==> src/rtl/ac_store_writer_pkg.sv <==
// ac_pkg: shared constants, FSM state encoding and store-entry layout for the
// accumulator write-back path (ac_store_writer and its store FIFO).
package ac_pkg;

    localparam int AC_DATA_W = 10;  // accumulator / stored word width
    localparam int AC_ADDR_W = 8;   // data-memory address width

    // Write-port sequencer states; the encoding is visible on dbg_state.
    typedef enum logic [1:0] {
        IDLE  = 2'd0,
        WRITE = 2'd1,
        GAP   = 2'd2
    } state_e;

    // Store-buffer entry layout: address in the upper bits, data in the lower.
    typedef struct packed {
        logic [AC_ADDR_W-1:0] addr;
        logic [AC_DATA_W-1:0] data;
    } entry_t;

endpackage

==> src/rtl/ac_store_writer_if.sv <==
// ac_store_if: store-request handshake from the control unit plus the
// data-memory write port. The writer uses the slave modport; the control
// unit / memory side uses the master modport.
interface ac_store_if #(
    parameter int ADDR_W = ac_pkg::AC_ADDR_W,
    parameter int DATA_W = ac_pkg::AC_DATA_W
);
    // Handshakes:
    //  st_*  : a store transfers on a rising edge where st_valid && st_ready;
    //          st_ready depends only on the buffer fill level.
    //  mem_* : mem_we is held with stable mem_addr/mem_wdata until a rising
    //          edge where mem_ack=1; that edge completes the write.
    logic              st_valid;
    logic              st_ready;
    logic [ADDR_W-1:0] st_addr;
    logic [DATA_W-1:0] st_data;
    logic              mem_we;
    logic [ADDR_W-1:0] mem_addr;
    logic [DATA_W-1:0] mem_wdata;
    logic              mem_ack;

    modport master (
        output st_valid, st_addr, st_data, mem_ack,
        input  st_ready, mem_we, mem_addr, mem_wdata
    );

    modport slave (
        input  st_valid, st_addr, st_data, mem_ack,
        output st_ready, mem_we, mem_addr, mem_wdata
    );
endinterface

==> src/rtl/ac_store_writer_fifo.sv <==
// ac_store_fifo: DEPTH-entry synchronous FIFO for pending stores. With
// AC_STORE_FWD_EN defined, the entry array and read pointer are also exposed
// so the writer can search pending stores.
module ac_store_fifo #(
    parameter  int W     = 18,
    parameter  int DEPTH = 4,
    localparam int PW    = $clog2(DEPTH),
    localparam int CW    = PW + 1
) (
    input  logic          clk,
    input  logic          rst_n,
    input  logic          push,
    input  logic          pop,
    input  logic [W-1:0]  wdata,
    output logic [W-1:0]  head,
    output logic [CW-1:0] count
`ifdef AC_STORE_FWD_EN
    ,
    output logic [W-1:0]  entries_o [DEPTH],
    output logic [PW-1:0] rd_ptr_o
`endif
);

    logic [W-1:0]  entries [DEPTH];
    logic [PW-1:0] rd_ptr;
    logic [PW-1:0] wr_ptr;

    // Pointers wrap naturally because DEPTH is a power of two.
    always_ff @(posedge clk or negedge rst_n) begin
        if (!rst_n) begin
            rd_ptr <= '0;
            wr_ptr <= '0;
            count  <= '0;
        end else begin
            if (push) wr_ptr <= wr_ptr + PW'(1);
            if (pop)  rd_ptr <= rd_ptr + PW'(1);
            if (push && !pop)      count <= count + CW'(1);
            else if (pop && !push) count <= count - CW'(1);
        end
    end

    // Entry storage carries no reset; only the count says what is valid.
    always_ff @(posedge clk) begin
        if (push) entries[wr_ptr] <= wdata;
    end

    assign head = entries[rd_ptr];

`ifdef AC_STORE_FWD_EN
    assign entries_o = entries;
    assign rd_ptr_o  = rd_ptr;
`endif

endmodule

==> src/rtl/ac_store_writer.sv <==
// ac_store_writer: buffers accumulator store requests and drains them in
// order to data memory through a we/ack write port, with one idle turnaround
// cycle after every acknowledged write.
// Optional feature macro AC_STORE_FWD_EN: adds a combinational lookup
// (fwd_addr -> fwd_hit/fwd_data) over all pending stores, youngest match wins.
module ac_store_writer
    import ac_pkg::*;
#(
    parameter int DATA_W = AC_DATA_W,
    parameter int ADDR_W = AC_ADDR_W,
    parameter int DEPTH  = 4
) (
    input  logic        clk,
    input  logic        rst_n,
    ac_store_if.slave   bus,
    output logic        idle,
    output state_e      dbg_state
`ifdef AC_STORE_FWD_EN
    ,
    input  logic [ADDR_W-1:0] fwd_addr,
    output logic              fwd_hit,
    output logic [DATA_W-1:0] fwd_data
`endif
);

    localparam int W  = ADDR_W + DATA_W;
    localparam int PW = $clog2(DEPTH);
    localparam int CW = PW + 1;

    state_e        state;
    state_e        state_next;
    logic          push;
    logic          pop;
    logic [W-1:0]  head;
    logic [CW-1:0] count;
    logic [CW-1:0] count_next;

`ifdef AC_STORE_FWD_EN
    logic [W-1:0]  entries [DEPTH];
    logic [PW-1:0] rd_ptr;
    logic [PW-1:0] idx;
`endif

    assign bus.st_ready = (count != CW'(DEPTH));
    assign push         = bus.st_valid && bus.st_ready;
    assign pop          = (state == WRITE) && bus.mem_ack;
    assign count_next   = count + CW'(push) - CW'(pop);

    ac_store_fifo #(
        .W     (W),
        .DEPTH (DEPTH)
    ) u_fifo (
        .clk       (clk),
        .rst_n     (rst_n),
        .push      (push),
        .pop       (pop),
        .wdata     ({bus.st_addr, bus.st_data}),
        .head      (head),
        .count     (count)
`ifdef AC_STORE_FWD_EN
        ,
        .entries_o (entries),
        .rd_ptr_o  (rd_ptr)
`endif
    );

    // Sequencer state register; reset drops the write strobe immediately.
    always_ff @(posedge clk or negedge rst_n) begin
        if (!rst_n) state <= IDLE;
        else        state <= state_next;
    end

    // Next-state: start on any buffered store, hold WRITE until ack, then
    // insert one turnaround cycle before the next write.
    always_comb begin
        state_next = state;
        case (state)
            IDLE:    if (count_next != '0) state_next = WRITE;
            WRITE:   if (bus.mem_ack)      state_next = GAP;
            GAP:     state_next = (count != '0) ? WRITE : IDLE;
            default: state_next = IDLE;
        endcase
    end

    assign bus.mem_we    = (state == WRITE);
    assign bus.mem_addr  = head[W-1 -: ADDR_W];
    assign bus.mem_wdata = head[DATA_W-1:0];
    assign idle          = (state == IDLE) && (count == '0);
    assign dbg_state     = state;

`ifdef AC_STORE_FWD_EN
    // Walk entries oldest to youngest so the last match is the youngest store.
    always_comb begin
        fwd_hit  = 1'b0;
        fwd_data = '0;
        idx      = '0;
        for (int i = 0; i < DEPTH; i++) begin
            idx = rd_ptr + PW'(i);
            if ((CW'(i) < count) && (entries[idx][W-1 -: ADDR_W] == fwd_addr)) begin
                fwd_hit  = 1'b1;
                fwd_data = entries[idx][DATA_W-1:0];
            end
        end
    end
`endif

endmodule

==> src/flat_wrapper.sv <==
// flat-port wrapper written by rule: the top's interface ports become plain ports
module ac_store_writer_flat import ac_pkg::*;
#(
    parameter int DATA_W = AC_DATA_W,
    parameter int ADDR_W = AC_ADDR_W,
    parameter int DEPTH  = 4
)
  (clk, rst_n, idle, dbg_state, bus_st_valid, bus_st_addr, bus_st_data, bus_mem_ack, bus_st_ready, bus_mem_we, bus_mem_addr, bus_mem_wdata);
  ac_store_if #(.ADDR_W(ADDR_W), .DATA_W(DATA_W)) bus_i ();
  input  logic clk;
  input  logic rst_n;
  output logic idle;
  output state_e dbg_state;
  input wire logic [$bits(bus_i.st_valid)-1:0] bus_st_valid;
  input wire logic [$bits(bus_i.st_addr)-1:0] bus_st_addr;
  input wire logic [$bits(bus_i.st_data)-1:0] bus_st_data;
  input wire logic [$bits(bus_i.mem_ack)-1:0] bus_mem_ack;
  output wire logic [$bits(bus_i.st_ready)-1:0] bus_st_ready;
  output wire logic [$bits(bus_i.mem_we)-1:0] bus_mem_we;
  output wire logic [$bits(bus_i.mem_addr)-1:0] bus_mem_addr;
  output wire logic [$bits(bus_i.mem_wdata)-1:0] bus_mem_wdata;
  assign bus_i.st_valid = bus_st_valid;
  assign bus_i.st_addr = bus_st_addr;
  assign bus_i.st_data = bus_st_data;
  assign bus_i.mem_ack = bus_mem_ack;
  assign bus_st_ready = bus_i.st_ready;
  assign bus_mem_we = bus_i.mem_we;
  assign bus_mem_addr = bus_i.mem_addr;
  assign bus_mem_wdata = bus_i.mem_wdata;
  ac_store_writer #(.DATA_W(DATA_W), .ADDR_W(ADDR_W), .DEPTH(DEPTH)) u_core (.clk(clk), .rst_n(rst_n), .bus(bus_i), .idle(idle), .dbg_state(dbg_state));
endmodule
==> config.mk <==
export PLATFORM = sky130hd
export DESIGN_NAME = ac_store_writer_flat
export DESIGN_NICKNAME = d
export VERILOG_FILES = /design/src/rtl/ac_store_writer_pkg.sv /design/src/rtl/ac_store_writer_if.sv /design/src/rtl/ac_store_writer_fifo.sv /design/src/rtl/ac_store_writer.sv /design/src/flat_wrapper.sv
export SDC_FILE = /design/constraint.sdc
export NUM_CORES = 1
export LEC_CHECK = 0
export CORE_MARGIN = 1.5
export CORE_UTILIZATION = 58
export CTS_CLUSTER_DIAMETER = 120
export CTS_CLUSTER_SIZE = 10
export DETAILED_ROUTE_END_ITERATION = 12
export PLACE_DENSITY = 0.81
export SLEW_MARGIN = 10
export SYNTH_ARGS = -nofsm -noshare
export SYNTH_HDL_FRONTEND = slang
export SYNTH_HIERARCHICAL = 1
export SYNTH_SLANG_ARGS = --single-unit
==> constraint.sdc <==
create_clock -name clk -period 6 [get_ports clk]
set_input_delay 1.8 -clock clk [delete_from_list [all_inputs] [get_ports clk]]
set_output_delay 1.8 -clock clk [all_outputs]
set_load 0.03 [all_outputs]
==> results of run 1 <==
==> power by group through the flow <==
stage / clock, W / combinational (W) / sequential [W]
after floorplan: 0 / 0.000576 / 0.000815
after global routing: 0.000439 / 0.000861 / 0.000861
after detailed placement: 0 / 0.000812 / 0.000859
after global placement: 0 / 0.000787 / 0.000843
final: 0.000412 / 0.000809 / 0.000846
after CTS: 0.000418 / 0.000818 / 0.000848
==> cells by family after synthesis <==
kind of cell	Yosys count
adders and majority gates	9
buffers and inverters	12
muxes	19
xor gates and xnor gates	8
and+or+nand+nor	15
AOI/OAI and AO/OA	3
DFF	81
==> synth_stat cells <==
| library cell | n |
|---|---|
| and2_1 | 7 |
| edfxtp_1 | 72 |
| o21a_1 | 1 |
| nor2b_1 | 1 |
| nor4_1 | 1 |
| nor2_1 | 1 |
| inv_1 | 8 |
| nor3_1 | 1 |
| dfrtp_1 | 9 |
| buf_6 | 2 |
| nand2_1 | 2 |
| mux4_2 | 18 |
| nor3b_1 | 1 |
| buf_2 | 1 |
| xnor2_1 | 4 |
| buf_4 | 1 |
| ha_1 | 7 |
| a221oi_2 | 1 |
| o21ai_0 | 1 |
| nand3_1 | 1 |
| fa_1 | 2 |
| xor2_1 | 4 |
| mux2_2 | 1 |
==> worst paths after layout <==
path                            slack (ns)                                 from                                   to  cells after the start
worst max register to register        3.56      u_core/dbg_state[0]$_DFFE_PN0P_      u_core/dbg_state[0]$_DFFE_PN0P_                      8
worst max-delay path                  1.83  u_core/u_fifo/rd_ptr[0]$_DFFE_PN0P_                     bus_mem_wdata[9]                      3
worst min-delay path                  0.54  u_core/u_fifo/wr_ptr[0]$_DFFE_PN0P_  u_core/u_fifo/wr_ptr[0]$_DFFE_PN0P_                      1
min in group asynchronous             1.75                                rst_n      u_core/dbg_state[0]$_DFFE_PN0P_                      1
max in group asynchronous             3.97                                rst_n  u_core/u_fifo/rd_ptr[1]$_DFFE_PN0P_                      1
worst min register to register        0.54  u_core/u_fifo/wr_ptr[0]$_DFFE_PN0P_  u_core/u_fifo/wr_ptr[0]$_DFFE_PN0P_                      1
==> stage by stage <==
| step | hold WS (ns) | cells | power [W] | area [um2] |
|---|---|---|---|---|
| 6_report | 0.5440 | 274 | 0.002067 | 3889 |
| 5_1_grt | 0.5660 | 274 | 0.002160 | 3889 |
| 4_1_cts | 0.5374 | 274 | 0.002084 | 3889 |
| 3_5_place_dp | 0.5272 | 258 | 0.001671 | 3680 |
| 3_3_place_gp | 0.5070 | 258 | 0.001630 | 3680 |
| 2_1_floorplan | 0.4936 | 147 | 0.001390 | 3179 |
==> layout make-up <==
type                            instances  area, um2
Multi-Input combinational cell         54      726.9
Tap cell                               70      87.58
Clock buffer                           10      127.6
Timing Repair Buffer                   45      447.9
Clock inverter                          6      81.33
Sequential cell                        81       2387
Fill cell                             301       1316
Inverter                                8      30.03
==> critical path, stage by stage, from the launching register on <==
cell and delay (ns):
dfrtp_1 0.48, buf_4 0.37, mux4_2 0.56, clkdlybuf4s50_1 0.62
==> registers in the layout (all words and copies together), names as in the netlist <==
name / cells
u_core/u_fifo/entries: 72
u_core/u_fifo/count: 3
u_core/dbg_state: 2
u_core/u_fifo/rd_ptr: 2
u_core/u_fifo/wr_ptr: 2
==> layer usage <==
layer,global-route usage,up-vias,part of all wire
met5,0,-,0
met4,0.1127,0,0.020
met3,0.03810,11,0.039
met2,0.3619,50,0.54
met1,0.2401,809,0.40
li1,-,679,-
==> impl_metrics.env, run 1 <==
export IMPL_setup_violations=0
export IMPL_synth_fa_ha_area_frac=0.04014
export IMPL_core_mm2=0.005205
export IMPL_synth_mux_area_frac=0.1311
export IMPL_cts_resized=0
export IMPL_cts_root_buffer="clkbuf_8"
export IMPL_vias=1549
export IMPL_synth_top_family_by_area="multiplexers"
export IMPL_drc=0
export IMPL_yosysSeqAreaShare=0.7509
export IMPL_utilization=0.7471
export IMPL_p_seq_frac=0.409
export IMPL_cp_arrival_ns=2.37
export IMPL_layout_drive_gt1_share=0.1667
export IMPL_portBuffers=44
export IMPL_syn_inst=147
export IMPL_diodes=0
export IMPL_synth_area_leaders="edfxtp_1 68%, mux4_2 13%, dfrtp_1 7.1%"
export IMPL_status="complete, no violations"
export IMPL_synth_distinct_cells=23
export IMPL_yosysTopAreaCell="edfxtp_1"
export IMPL_ys_ff_latch=81
export IMPL_cts_tree="yes"
export IMPL_worstSetupPathType="flip-flop to primary output"
export IMPL_numCtsBuffers=9
export IMPL_start_util=0.6108
export IMPL_postCtsHoldBufs=0
export IMPL_nets=230
export IMPL_cts_buffer_depth=2
export IMPL_synthXorXnorAreaFrac=0.02204
export IMPL_grt_pass1_wl_mm=8.769
export IMPL_finalCriticalPeriod_ns=4.169
export IMPL_grt_antenna_before_repair=0
export IMPL_worst_clock_skew_ns=0.005779
export IMPL_switching_share=0.3394
export IMPL_pre_cts_slack_ns=1.933
export IMPL_required_ns=4.20
export IMPL_grt_max_degree=20
export IMPL_synth_area_mm2=0.003179
export IMPL_grt_usage=0.2062
export IMPL_p_int_w=0.001365
export IMPL_ant_nets=0
export IMPL_die_w_um=77.04
export IMPL_fmax_mhz=239.8
export IMPL_dr_pass1_iters=4
export IMPL_slew_headroom=0.3681
export IMPL_startpoint_type="flip-flop"
export IMPL_rsz0062_at_grt="no"
export IMPL_die_area_mm2=0.005934
export IMPL_peakVddDrop_mv=0.3038
export IMPL_slew_viol_final=0
export IMPL_overflow=0
export IMPL_post_cts_buffers=0
export IMPL_hold_viol_final=0
export IMPL_htreeDepth=3
export IMPL_syn2layout_area_growth_pct=22.31
export IMPL_tns_ns=0
export IMPL_fin_ws_ns=1.831
export IMPL_worstMarginPinSlew_ns=0.9479
export IMPL_p_sw_w=0.0007015
export IMPL_synth_nets=178
export IMPL_max_cap_viol_count=0
export IMPL_hold_class="flip-flop to flip-flop"
export IMPL_layout_common_cells="72 x edfxtp_1, 44 x clkdlybuf4s50_1, 18 x mux4_2, 9 x clkbuf_8, 9 x dfrtp_1"
export IMPL_worstPathMaxFanout=16
export IMPL_cp_end_kind="primary output"
export IMPL_synth_avg_cell_area_um2=21.63
export IMPL_clkSinkCount=81
export IMPL_io_pins=45
export IMPL_synth_top_cell_area_share=0.6800
export IMPL_combPwrFrac=0.391
export IMPL_wl_per_cell_um=20.07
export IMPL_worstSkewPairLatency_ns=0.34
export IMPL_synth_compound_area_share=0.008658
export IMPL_hpwl_mm=3.663
export IMPL_clk_pin_slew_ns=0.07
export IMPL_grt_pass1_vias=1735
export IMPL_wirelength_mm=5.500
export IMPL_drtIter0Drc=136
export IMPL_leakage_nw=1.334
export IMPL_gp_congestion=0.7123
export IMPL_p_clk_frac=0.199
export IMPL_powerDensity_mw_per_mm2=531.5
export IMPL_synth_simple_area_share=0.02676
export IMPL_ys_warnings_count=6
export IMPL_mostFrequentLayoutCell="edfxtp_1"
export IMPL_viasPerCell=5.653
export IMPL_die_y_um=77.04
export IMPL_num_rows=26
export IMPL_fin_crit_sh=0.6949
Power figures use the tool's default switching activity.
==> run 2: changes to the inputs <==
--- a/config.mk
+++ b/config.mk
@@ -6,11 +6,11 @@
 export NUM_CORES = 1
 export LEC_CHECK = 0
 export CORE_MARGIN = 1.5
-export CORE_UTILIZATION = 58
+export CORE_UTILIZATION = 54
 export CTS_CLUSTER_DIAMETER = 120
 export CTS_CLUSTER_SIZE = 10
 export DETAILED_ROUTE_END_ITERATION = 12
-export PLACE_DENSITY = 0.81
+export PLACE_DENSITY = 0.76
 export SLEW_MARGIN = 10
 export SYNTH_ARGS = -nofsm -noshare
 export SYNTH_HDL_FRONTEND = slang
==> constraint.sdc (replaced) <==
create_clock -name clk -period 4.1 [get_ports clk]
set_input_delay 1.23 -clock clk [delete_from_list [all_inputs] [get_ports clk]]
set_output_delay 1.23 -clock clk [all_outputs]
set_load 0.03 [all_outputs]
==> impl_metrics.env, run 2 (synthesis gave the netlist of run 1 again) <==
export IMPL_finalCriticalPeriod_ns=3.510
export IMPL_clk_pin_slew_ns=0.07
export IMPL_pre_cts_slack_ns=0.6216
export IMPL_hold_class="flip-flop to flip-flop"
export IMPL_slew_viol_final=0
export IMPL_dr_pass1_iters=4
export IMPL_die_w_um=79.73
export IMPL_cp_num_buf_inv=2
export IMPL_r2r_start="u_core/dbg_state[0]$_DFFE_PN0P_"
export IMPL_hold_end="u_core/u_fifo/rd_ptr[0]$_DFFE_PN0P_"
export IMPL_cpPeakStageDelay_ns=0.61
export IMPL_dp_cells=265
export IMPL_switching_share=0.3425
export IMPL_clkSinkCount=81
export IMPL_largest_register="u_core/u_fifo/entries"
export IMPL_layout_cells_non_filler=281
export IMPL_cts_tree="yes"
export IMPL_tns_ns=0
export IMPL_syn2layout_area_growth_pct=22.67
export IMPL_p_int_w=0.001947
export IMPL_core_mm2=0.005608
export IMPL_r2r_setup_slack_ns=1.72
export IMPL_r2r_cells=9
export IMPL_layout_common_cells="72 x edfxtp_1, 44 x clkdlybuf4s50_1, 18 x mux4_2, 9 x clkbuf_8, 9 x dfrtp_1"
export IMPL_cp_cell_sequence="buf_4, mux4_2, clkdlybuf4s50_1"
export IMPL_max_cap_viol_count=0
export IMPL_n_fill_cell=374
export IMPL_setup_violations=0
export IMPL_holdPathStages=1
export IMPL_portBuffers=44
export IMPL_num_rows=27
export IMPL_crit_family="buffers and inverters"
export IMPL_p_seq_frac=0.405
export IMPL_largest_reg_flops=72
export IMPL_vias=1533
export IMPL_status="complete, no violations"
export IMPL_fin_crit_sh=0.8562
export IMPL_peakVddDrop_mv=0.4566
export IMPL_reg_top3="u_core/u_fifo/entries: 72 flops, u_core/u_fifo/count: 3 flops"
export IMPL_wl_per_cell_um=18.66
export IMPL_grt_pass1_vias=1677
export IMPL_grt_antenna_before_repair=0
export IMPL_drtIter0Drc=107
export IMPL_combPwrFrac=0.416
export IMPL_p_sw_w=0.001015
export IMPL_io_pins=45
export IMPL_diodes=0
export IMPL_die_area_mm2=0.006357
export IMPL_cpMaxStageDelayCell="clkdlybuf4s50_1"
export IMPL_cts_root_buffer="clkbuf_8"
export IMPL_rr_endpoint="u_core/dbg_state[0]$_DFFE_PN0P_"
export IMPL_hold_viol_final=0
export IMPL_grt_max_degree=19
export IMPL_worstSetupPathType="flip-flop to primary output"
export IMPL_grt_pass1_wl_mm=8.487
export IMPL_worstMarginPinSlew_ns=0.5115
export IMPL_nets=235
export IMPL_htreeDepth=3
export IMPL_hpwl_mm=3.667
export IMPL_cts_buffer_depth=2
export IMPL_leakage_nw=1.348
export IMPL_p_clk_frac=0.178
export IMPL_ant_nets=0
export IMPL_drc=0
export IMPL_required_ns=2.87
export IMPL_start_util=0.5669
export IMPL_die_y_um=79.73
export IMPL_cts_resized=0
export IMPL_worstPathMaxFanout=18
export IMPL_post_cts_buffers=0
export IMPL_postCtsHoldBufs=0
export IMPL_overflow=0
export IMPL_mostFrequentLayoutCell="edfxtp_1"
export IMPL_slew_headroom=0.6590
export IMPL_worst_clock_skew_ns=0.004614
export IMPL_grt_usage=0.1907
export IMPL_cp_end_kind="primary output"
export IMPL_gp_congestion=0.6758
export IMPL_numCtsBuffers=9
export IMPL_rsz0062_at_grt="no"
export IMPL_cp_arrival_ns=2.28
export IMPL_fin_ws_ns=0.5897
export IMPL_wirelength_mm=5.244
export IMPL_viasPerCell=5.456
export IMPL_worstHoldStart="u_core/u_fifo/rd_ptr[0]$_DFFE_PN0P_"
export IMPL_startpoint_type="flip-flop"
export IMPL_powerDensity_mw_per_mm2=759.4
export IMPL_layout_drive_gt1_share=0.1866
export IMPL_worstSkewPairLatency_ns=0.34
export IMPL_fmax_mhz=284.9
[run 2: changes by cell type in the layout (fill, tap and decap cells not counted), sizes merged]
cell	previous run	this run
clkbuf	10	12
buf	1	6
inv	9	8
bufinv	2	1
[run 2: cell type report]
class	instances	area, um2	share of cell area
tap	72	90.09	0.02310
sequential	81	2387	0.6121
timing repair buffer	50	485.5	0.1245
multi-input combinational	54	726.9	0.1864
clock inverter	4	45.04	0.01155
clock buffer	12	135.1	0.03465
inverter	8	30.03	0.007700
[run 2: per-stage QoR]
step	power (W)	cell area [um2]	hold slack, ns	util
after floorplan	0.002035	3179	0.4936	-
after global placement	0.002402	3720	0.4826	0.6633
after detailed placement	0.002467	3720	0.4992	0.6633
after CTS	0.002996	3900	0.5086	0.6954
after global routing	0.003123	3900	0.5467	0.6954
final	0.002962	3900	0.5004	0.6954
[run 2: power by group through the flow]
| stage | sequential (W) | combinational (W) | clock, W |
|---|---|---|---|
| final | 0.00120 | 0.00123 | 0.000528 |
| after CTS | 0.00120 | 0.00125 | 0.000540 |
| after floorplan | 0.00119 | 0.000842 | 0 |
| after detailed placement | 0.00122 | 0.00125 | 0 |
| after global placement | 0.00120 | 0.00120 | 0 |
| after global routing | 0.00122 | 0.00132 | 0.000579 |
[run 2: worst max-delay path by stage]
stage	start	endpoint	slack, ns	cells past startpoint
2_1_floorplan	bus_mem_ack	u_core/dbg_state[0]$_DFFE_PN0P_	1.28	8
3_3_place_gp	bus_mem_ack	u_core/dbg_state[0]$_DFFE_PN0P_	0.78	9
3_5_place_dp	bus_mem_ack	u_core/dbg_state[0]$_DFFE_PN0P_	0.62	9
4_1_cts	u_core/u_fifo/rd_ptr[0]$_DFFE_PN0P_	bus_mem_addr[1]	0.54	3
5_1_grt	u_core/u_fifo/rd_ptr[0]$_DFFE_PN0P_	bus_mem_addr[1]	0.45	3
6_report	u_core/u_fifo/rd_ptr[0]$_DFFE_PN0P_	bus_mem_addr[1]	0.59	3
[run 2: per-layer routing]
metal,vias up,wire length (um),GRT usage
met5,-,0,0
met3,7,189,0.05143
li1,695,-,-
met2,31,2908,0.3263
met4,0,59,0.07759
met1,800,2085,0.2300
[run 2: worst register-to-register path, stage by stage, from the launching register on]
cell and delay [ns]:
dfrtp_1 0.45, nor2b_1 0.18, and2_1 0.21, ha_1 0.30, inv_1 0.04, ha_1 0.18, fa_1 0.37, xnor2_1 0.21
xnor2_1 0.12, a221oi_2 0.23
==> run 3: changes to the inputs <==
--- a/config.mk
+++ b/config.mk
@@ -10,7 +10,7 @@
 export CTS_CLUSTER_DIAMETER = 120
 export CTS_CLUSTER_SIZE = 10
 export DETAILED_ROUTE_END_ITERATION = 12
-export PLACE_DENSITY = 0.76
+export PLACE_DENSITY = 0.81
 export SLEW_MARGIN = 10
 export SYNTH_ARGS = -nofsm -noshare
 export SYNTH_HDL_FRONTEND = slang
==> impl_metrics.env, run 3 (synthesis gave the netlist of run 1 again) <==
export IMPL_r2r_cells=9
export IMPL_cp_depth=3
export IMPL_largest_reg_flops=72
export IMPL_layout_cells_non_filler=282
export IMPL_dr_pass1_iters=4
export IMPL_rsz0062_at_grt="no"
export IMPL_cp_arrival_ns=2.30
export IMPL_layout_common_cells="72 x edfxtp_1, 44 x clkdlybuf4s50_1, 18 x mux4_2, 11 x clkbuf_8, 9 x dfrtp_1"
export IMPL_dp_cells=266
export IMPL_post_cts_buffers=0
export IMPL_final_cell_area_mm2=0.003926
export IMPL_worstSetupPathType="flip-flop to primary output"
export IMPL_die_area_mm2=0.006357
export IMPL_setup_worst_path_start="u_core/u_fifo/rd_ptr[1]$_DFFE_PN0P_"
export IMPL_worstSkewPairLatency_ns=0.35
export IMPL_die_w_um=79.73
export IMPL_drtIter0Drc=146
export IMPL_p_seq_frac=0.402
export IMPL_grt_pass1_wl_mm=8.625
export IMPL_powerDensity_mw_per_mm2=766.8
export IMPL_postCtsHoldBufs=0
export IMPL_cp_num_buf_inv=2
export IMPL_mostFrequentLayoutCell="edfxtp_1"
export IMPL_num_rows=27
export IMPL_hold_class="flip-flop to flip-flop"
export IMPL_combPwrFrac=0.410
export IMPL_wirelength_mm=5.365
export IMPL_io_pins=45
export IMPL_grt_pass1_vias=1702
export IMPL_worst_clock_skew_ns=0.007916
export IMPL_status="complete, no violations"
export IMPL_syn2layout_area_growth_pct=23.49
export IMPL_finalCriticalPeriod_ns=3.534
export IMPL_cts_tree="yes"
export IMPL_placed_cell_area_mm2=0.003727
export IMPL_worstMarginPinSlew_ns=0.6187
export IMPL_p_clk_frac=0.188
export IMPL_portBuffers=44
export IMPL_reg_top3="u_core/u_fifo/entries: 72 flops, u_core/u_fifo/count: 3 flops"
export IMPL_cp_end_kind="primary output"
export IMPL_slew_viol_final=0
export IMPL_cts_resized=0
export IMPL_clk_pin_slew_ns=0.07
export IMPL_grt_max_degree=19
export IMPL_grt_usage=0.1942
export IMPL_worstPathMaxFanout=12
export IMPL_p_int_w=0.001990
export IMPL_tns_ns=0
export IMPL_fmax_mhz=282.9
export IMPL_diodes=0
export IMPL_cpPeakStageDelay_ns=0.74
export IMPL_worstHoldStart="u_core/u_fifo/wr_ptr[0]$_DFFE_PN0P_"
export IMPL_max_cap_viol_count=0
export IMPL_crit_family="buffers and inverters"
export IMPL_n_fill_cell=353
export IMPL_largest_register="u_core/u_fifo/entries"
export IMPL_cts_buffer_depth=2
export IMPL_startpoint_type="flip-flop"
export IMPL_wl_per_cell_um=19.02
export IMPL_overflow=0
export IMPL_p_sw_w=0.001020
export IMPL_required_ns=2.87
export IMPL_peakVddDrop_mv=0.3877
export IMPL_holdPathStages=1
export IMPL_cpMaxStageDelayCell="dfrtp_1"
export IMPL_core_mm2=0.005608
export IMPL_vias=1537
export IMPL_drc=0
export IMPL_cp_cell_sequence="buf_4, mux4_2, clkdlybuf4s50_1"
export IMPL_leakage_nw=1.362
export IMPL_hpwl_mm=3.717
export IMPL_clkSinkCount=81
export IMPL_r2r_start="u_core/dbg_state[0]$_DFFE_PN0P_"
export IMPL_slew_headroom=0.5875
export IMPL_start_util=0.5669
export IMPL_die_y_um=79.73
export IMPL_hold_viol_final=0
export IMPL_ant_nets=0
export IMPL_setup_violations=0
export IMPL_cts_root_buffer="clkbuf_8"
export IMPL_layout_drive_gt1_share=0.1952
export IMPL_htreeDepth=3
export IMPL_fin_crit_sh=0.8620
export IMPL_gp_congestion=0.6977
export IMPL_numCtsBuffers=9
export IMPL_switching_share=0.3390
export IMPL_grt_antenna_before_repair=0
export IMPL_nets=236
export IMPL_viasPerCell=5.450
run 3: changes by cell type in the layout (fill, tap and decap cells not counted), sizes merged:
cell | previous run | this run
clkbuf | 12 | 13
buf | 6 | 7
clkinv | 3 | 2
run 3: power by group through the flow:
stage / registers [W] / clock network (W) / logic, W
final: 0.00121 / 0.000567 / 0.00123
after detailed placement: 0.00123 / 0 / 0.00125
after floorplan: 0.00119 / 0 / 0.000842
after global placement: 0.00121 / 0 / 0.00121
after CTS: 0.00121 / 0.000579 / 0.00125
after global routing: 0.00123 / 0.000616 / 0.00132
run 3: routing by layer:
layer / vias up / global-route usage / wire length (um) / part of all wire
met2: 47 / 0.3390 / 2989 / 0.56
li1: 692 / - / - / -
met4: 0 / 0.06724 / 43 / 0.0080
met5: - / 0 / 0 / 0
met3: 4 / 0.06857 / 279 / 0.052
met1: 794 / 0.2220 / 2052 / 0.38
run 3: per-stage QoR:
stage                     setup WS [ns]  utilization  total power, W  hold WS (ns)
after floorplan                   1.279            -        0.002035        0.4936
after global placement           0.7811       0.6647        0.002414        0.5077
after detailed placement         0.6649       0.6647        0.002477        0.5318
after CTS                        0.5686       0.7001        0.003044        0.5461
after global routing             0.5062       0.7001        0.003163        0.5628
final                            0.5656       0.7001        0.003011        0.5420
run 3: final cells by class:
type,count,area (um2),area share
clock inverters,3,40.04,0.01020
flip-flops and latches,81,2387,0.6080
inverters,8,30.03,0.007648
repair buffers,51,493.0,0.1256
well taps,72,90.09,0.02294
multi-input cells,54,726.9,0.1851
clock buffers,13,158.9,0.04047
run 3: final timing paths:
kind | endpoint | slack, ns
max | bus_mem_addr[1] | 0.57
min | u_core/u_fifo/wr_ptr[0]$_DFFE_PN0P_ | 0.54
max reg2reg | u_core/dbg_state[0]$_DFFE_PN0P_ | 1.75
min reg2reg | u_core/u_fifo/wr_ptr[0]$_DFFE_PN0P_ | 0.54
max in group asynchronous | u_core/u_fifo/rd_ptr[1]$_DFFE_PN0P_ | 2.60
min in group asynchronous | u_core/dbg_state[0]$_DFFE_PN0P_ | 1.20
run 3: worst reg2reg max path, delay by kind of cell (launching register included):
family	cells	cell delay (ns)
DFF	1	0.45
xor gates and xnor gates	2	0.29
AOI/OAI and AO/OA	1	0.23
buffers and inverters	1	0.05
adders and majority gates	3	0.86
and+or+nand+nor	2	0.39
